`src/rtl/eof_snapshot_ctrl.sv`:
```
// eof_snapshot_ctrl
//   Per-source EOF event counters with a software-triggered snapshot of one
//   counter into a shared readback register.
//
//   Software flips ctrl_word[31] to request a snapshot of the source selected
//   by ctrl_word[3:0]. Completion is seen by polling snap_seq in snap_status.
//
//   Build option: define EOF_SNAPSHOT_CLEAR_EN to zero the selected counter
//   as it is copied (clear-on-read). Default build leaves counters untouched.
//
// Ports
//   OPB_Clk      in   1         clock, all state on rising edge
//   OPB_Rst      in   1         synchronous active-high reset
//   eof_in       in   NUM_SRC   per-source EOF strobe, one count per high cycle
//   ctrl_word    in   32        bit31 request toggle, bits[3:0] source index
//   snap_data    out  CNT_W     frozen counter value
//   snap_status  out  32        {16'b0, snap_seq, 2'b0, err, busy, idx}
//   busy         out  1         snapshot in progress
//
// state | meaning
// ------+----------------------------------------------------------
// IDLE  | waiting for ctrl_word[31] to differ from tog_q
// LATCH | copy selected counter (or all ones if index out of range)
// DONE  | bump snap_seq, return to IDLE

module eof_snapshot_ctrl #(
    parameter int NUM_SRC = 4,
    parameter int CNT_W   = 32
) (
    input  logic               OPB_Clk,
    input  logic               OPB_Rst,
    input  logic [NUM_SRC-1:0] eof_in,
    input  logic [31:0]        ctrl_word,
    output logic [CNT_W-1:0]   snap_data,
    output logic [31:0]        snap_status,
    output logic               busy
);

    typedef enum logic [1:0] {
        IDLE  = 2'd0,
        LATCH = 2'd1,
        DONE  = 2'd2
    } state_t;

    state_t           state;
    logic             tog_q;
    logic [3:0]       idx;
    logic             err;
    logic [7:0]       snap_seq;
    logic [CNT_W-1:0] cnt [NUM_SRC];
    logic [CNT_W-1:0] sel_cnt;
    logic             idx_bad;
    logic             clr_sel;
    logic             unused_ctrl;

    assign unused_ctrl = ^ctrl_word[30:4];

    // Mux by compare so an out-of-range idx never indexes past the array.
    always_comb begin
        sel_cnt = '0;
        for (int i = 0; i < NUM_SRC; i++) begin
            if (idx == 4'(i)) begin
                sel_cnt = cnt[i];
            end
        end
    end

    assign idx_bad = ({1'b0, idx} >= 5'(NUM_SRC));

`ifdef EOF_SNAPSHOT_CLEAR_EN
    assign clr_sel = (state == LATCH) && !idx_bad;
`else
    assign clr_sel = 1'b0;
`endif

    always_ff @(posedge OPB_Clk) begin
        if (OPB_Rst) begin
            for (int i = 0; i < NUM_SRC; i++) begin
                cnt[i] <= '0;
            end
            // Track the live toggle so leaving reset never looks like a request.
            tog_q     <= ctrl_word[31];
            state     <= IDLE;
            busy      <= 1'b0;
            idx       <= '0;
            err       <= 1'b0;
            snap_data <= '0;
            snap_seq  <= '0;
        end else begin
            tog_q <= ctrl_word[31];

            // Clear-on-read still counts a same-cycle pulse, leaving 1.
            for (int i = 0; i < NUM_SRC; i++) begin
                if (clr_sel && (idx == 4'(i))) begin
                    cnt[i] <= CNT_W'(eof_in[i]);
                end else if (eof_in[i]) begin
                    cnt[i] <= cnt[i] + CNT_W'(1);
                end
            end

            case (state)
                IDLE: begin
                    if (ctrl_word[31] != tog_q) begin
                        idx   <= ctrl_word[3:0];
                        state <= LATCH;
                        busy  <= 1'b1;
                    end
                end
                LATCH: begin
                    if (idx_bad) begin
                        err       <= 1'b1;
                        snap_data <= '1;
                    end else begin
                        err       <= 1'b0;
                        snap_data <= sel_cnt;
                    end
                    state <= DONE;
                end
                DONE: begin
                    snap_seq <= snap_seq + 8'd1;
                    state    <= IDLE;
                    busy     <= 1'b0;
                end
                default: begin
                    state <= IDLE;
                    busy  <= 1'b0;
                end
            endcase
        end
    end

    assign snap_status = {16'b0, snap_seq, 2'b0, err, busy, idx};

endmodule

```
`config.mk`:
```
export PLATFORM = sky130hd
export DESIGN_NAME = eof_snapshot_ctrl
export DESIGN_NICKNAME = d
export VERILOG_FILES = /design/src/rtl/eof_snapshot_ctrl.sv
export SDC_FILE = /design/constraint.sdc
export NUM_CORES = 1
export LEC_CHECK = 0
export CAP_MARGIN = 0
export CORE_UTILIZATION = 58
export DETAILED_ROUTE_END_ITERATION = 10
export PLACE_DENSITY = 0.81
export SETUP_SLACK_MARGIN = 0.2
export SYNTH_ARGS = -nofsm -noshare
export SYNTH_HDL_FRONTEND = slang
export SYNTH_SLANG_ARGS = --single-unit
```
`constraint.sdc`:
```
create_clock -name OPB_Clk -period 2.5 [get_ports OPB_Clk]
set_input_delay 0.5 -clock OPB_Clk [delete_from_list [all_inputs] [get_ports OPB_Clk]]
set_output_delay 0.5 -clock OPB_Clk [all_outputs]
set_load 0.005 [all_outputs]
```
== Word-level counts from Yosys, hierarchy flattened ==
Memory sizes are Yosys's and may differ from the RTL's.
Cells that the tools add are included.
Word-level totals
  word-level logic and storage cells: 58
  flip-flop bits (word level): 49
  output and inout bits: 65
  memories kept: 1
  input bits: 38
  memory bits (writable): 128
Operators by class
  equal/unequal tests: 7
  bitwise operators: 5
  muxes and demuxes: 28
  order comparisons: 1
  reductions and logical operators: 4
  add/sub/neg operators: 5
Memories
  cnt: words 4, width 32, read ports 4, clocked after Yosys merged registers in 0, write ports 4, line 50  | logic [CNT_W-1:0] cnt [NUM_SRC];
Operators with widths (count)
  $mux W32: 9
  $add A32 B1 Y32 const B: 4
  $mux W1: 16
  $add A8 B1 Y8 const B: 1
  $eq A4 B2 Y1 const B: 2
  $eq A4 B1 Y1 const B: 1
  $ge A4 B3 Y1 const B: 1
  $logic_not A4 Y1: 1
  $or A1 B1 Y1: 4
  $pmux W2 S2: 1
  $reduce_and A2 Y1: 2
  $eq A2 B1 Y1 const B: 1
  $eq A2 B2 Y1 const B: 1
  $logic_not A2 Y1: 1
  $mux W2: 1
  $ne A2 B2 Y1 const B: 1
  $pmux W1 S2: 1
  $ne A1 B1 Y1: 1
  $not A1 Y1: 1

== Longest topological paths before layout ==
Gate-level depths: netlist (run 1).
  depth in word-level cells: 6
  depth in mapped cells: 6
  mapped depth without buffers: 5

== Worst setup path before layout (run 1) ==
OpenSTA, ideal clock, no wires.
  path type: register to register
  start: memory cnt[1][0]
  end: memory cnt[1][20], data pin
  path slack: 0.337 ns
  stages on the path, launching flop included: 7
  data required time: 2.353 ns
  setup time: 0.147 ns
  data arrival time: 2.016 ns
  path through: edfxtp_1 -> ha_1 -> nand2_1 -> or4_1 -> clkbuf_1 -> or4_1 -> a21oi_1
RTL lines (line)
  from (decl): 50

==> results of run 1 <==
metal layers:
metal / wire length, um / vias to the layer above / part of all wire (%) / global-route usage [%]
met5: 0 / - / 0 / 0
li1: - / 3828 / - / -
met3: 2270 / 44 / 9.2 / 3.88
met4: 532 / 0 / 2.2 / 10.3
met2: 11700 / 445 / 47 / 46.3
met1: 10200 / 3987 / 41 / 39.9
worst max-delay path: cells and delay by family, from the launching register on:
family	cells	cell delay [ps]
simple gates	3	1340
fa+ha+maj	1	220
flops	1	380
compound gates	1	160
worst paths after layout:
kind	to	slack [ps]	cells after the start
setup / recovery	cnt[2][22]	260	5
hold / removal	snap_data[9]	490	2
setup reg to reg	cnt[2][22]	260	5
hold reg to reg	snap_data[9]	490	2
sequential cells by signal, summed over array words and instances, names as in the netlist:
| signal | count |
|---|---|
| busy | 1 |
| snap_data | 32 |
| snap_seq | 8 |
| state | 2 |
| tog_q | 1 |
| cnt | 128 |
| idx | 4 |
| err | 1 |
logic make-up after synthesis:
logic type      after synthesis  synth area share [%]
xor+xnor                     48                  4.21
buf+inv                      87                  4.33
other cells                   1                0.0376
simple gates                477                  25.1
fa+ha+maj                     5                 0.627
flops                       177                  48.4
mux                          47                  8.80
compound gates              138                  8.53
power breakdown:
| part | switching (mW) | internal, mW |
|---|---|---|
| registers | 0.254 | 3.36 |
| clock network | 1.19 | 1.38 |
| logic | 0.401 | 0.409 |
cell type report:
cell class,count,area [um2]
fill,1224,5230
sequential,177,4830
multi-input combinational,733,4800
timing repair buffer,102,953
clock buffer,19,464
tap,220,275
clock inverter,13,97.6
inverter,15,56.3
metrics by stage:
step	hold WS [ps]	cells	area [um2]
6_report	491	1279	11500
5_1_grt	513	1279	11500
4_1_cts	493	1278	11500
3_5_place_dp	480	1246	10900
3_3_place_gp	478	1246	10900
2_1_floorplan	479	997	10000
placed cells by master, fill, tap and decap left out, types with 4 or more instances in the layout:
master and instances:
nor2_1 135, edfxtp_1 128, nand2_1 61, a21oi_1 57, clkdlybuf4s50_1 56, dfxtp_1 48
nor3_1 47, nand4_1 44, nand3_1 43, buf_4 41, or4_1 32, mux4_2 30
o31ai_1 28, xnor2_1 27, o21ai_0 26, or3_1 22, xor2_1 21, conb_1 18
clkbuf_16 18, nand2b_1 16, nor4_1 16, inv_1 15, mux2i_1 15, and4_1 13
and3_1 11, and2_1 10, o41ai_1 7, or2_2 6, nor2b_1 6, a31oi_1 6
a41o_1 6, ha_1 5, or4_4 4, o311ai_0 4, buf_12 4
repair_timing:
| action | CTS | global route |
|---|---|---|
| gates resized for setup | 1 | 3 |
| setup endpoints to repair | 3 | 7 |
| hold endpoints to repair | 0 | 0 |
| setup buffers | 0 | 1 |
==> flow_summary_export.csv, run 1 <==
group,metric,value,unit
run_status,status,"finished, final reports clean",
cts,cts_buffers,17,
logic_synthesis,synth_area_leaders,"edfxtp_1, dfxtp_1, mux4_2",
critical_path,path_cells,"ha_1 > nand3_1 > or4_4 > or4_1 > a21oi_1",
detailed_routing,wl_per_cell,19.3,um
critical_path,critPathLaunch,"cnt[2][1]",
critical_path,critPathArrivalTime,2530,ps
pwr,p_leak,3.88,nW
logic_synthesis,async_reset_ff_share,0,%
logic_synthesis,syn-mean-instance-area,10.2,um2
global_route,antenna_found_initial,0,
timing,fin_setup_tns,0,ps
final_layout,drive_above_1_share,11.8,%
detailed_routing,antenna_left,0,
logic_synthesis,ys_seq_area_share,48.4,%
global_route,grt_overflow_total,0,
cts,h-tree-depth,4,
die,row_count,47,
cts,path_clk_slew,70,ps
placed_design,dp_hpwl,17800,um
logic_synthesis,synthCells,980,
critical_path,start_kind,"register",
critical_path,crit_required,2790,ps
global_route,grt_pass1_vias,7545,
die,core,0.0167,mm2
pwr,power.total,6.99,mW
detailed_routing,dr.pass1.iters,5,
timing,finalWorstSetupSlack,263,ps
cts,cts_tree,"done",
timing,layout_worst_path_cycle_share,89.5,%
detailed_routing,drc_errors,0,
pwr,vdd_drop_max,0.000512,V
final_layout,nets,1089,
worst_hold_path,hold_path.class,"register to register",
logic_synthesis,synth-edff-count,128,
cts,clkLatencyLatePin,430,ps
final_layout,syn2layout_area_growth,15.0,%
detailed_routing,wirelength,24600,um
cts,clockBufferDepth,2,
timing,period_minus_slack,2240,ps
timing,rsz0062_at_grt,"yes",
critical_path,worstReg2RegStart,"cnt[2][1]",
placed_design,gp_congestion,0.981,
logic_synthesis,ys_ff_latch,177,
timing,maxSlewViolCount,0,
logic_synthesis,synth_most_common_cell,"nor2_1",
detailed_routing,viasPerCell,6.49,
critical_path,slowest_delay,640,ps
final_layout,utilization,68.7,%
final_layout,diodes,0,
die,num_io_pins,103,
cts,cts_root_buf,"clkbuf_16",
job,maxCapViolations,0,
timing,finalHoldViolCount,0,
timing,slew_headroom,42.5,%
timing,fmax,447,MHz
critical_path,worst-setup-path-type,"register to register",
logic_synthesis,synth_area,0.00998,mm2
logic_synthesis,netlist_top_cells_count,"nor2_1, edfxtp_1, nand2_1, a21oi_1, dfxtp_1",
logic_synthesis,synthDistinctLibCells,48,
die,die_width,133,um
logic_synthesis,ys.flop_type,"edfxtp_1",
logic_synthesis,yosys.area.top_type,"edfxtp_1",
die,initial_utilization,59.7,%
cts,cts-hold-fix-buffers,0,
placed_design,place_ws,117,ps
die,dieArea,0.0177,mm2
die,die_h,133,um
timing,skew,9.78,ps
cts,clock-sinks,177,
critical_path,slowest_stage,"or4_4",
critical_path,end_kind,"register",
global_route,grt_util_all_layers,28.7,%
critical_path,worstPathMaxFanout,7,
global_route,grt_max_degree,35,
pwr,power_density,609,mW/mm2
global_route,grt_pass1_wl,39200,um
logic_synthesis,yosysTopAreaCellShare,38.5,%
detailed_routing,first_iter_violations,1214,
worst_hold_path,min_from,"snap_data[9]",
logic_synthesis,ys_warn_count,0,
timing,worst_pin_slew,860,ps
detailed_routing,via_count,8304,
timing,setup_viol,0,
placed_design,port_buffers,57,
Power figures use the tool's default switching activity.
==> run 2: changes to the inputs <==
--- a/config.mk
+++ b/config.mk
@@ -5,7 +5,7 @@
 export SDC_FILE = /design/constraint.sdc
 export NUM_CORES = 1
 export LEC_CHECK = 0
-export CAP_MARGIN = 0
+export CAP_MARGIN = 20
 export CORE_UTILIZATION = 58
 export DETAILED_ROUTE_END_ITERATION = 10
 export PLACE_DENSITY = 0.81
==> results of run 2 <==
Same layout as run 1: the final DEF is identical, and so are final timing and power.
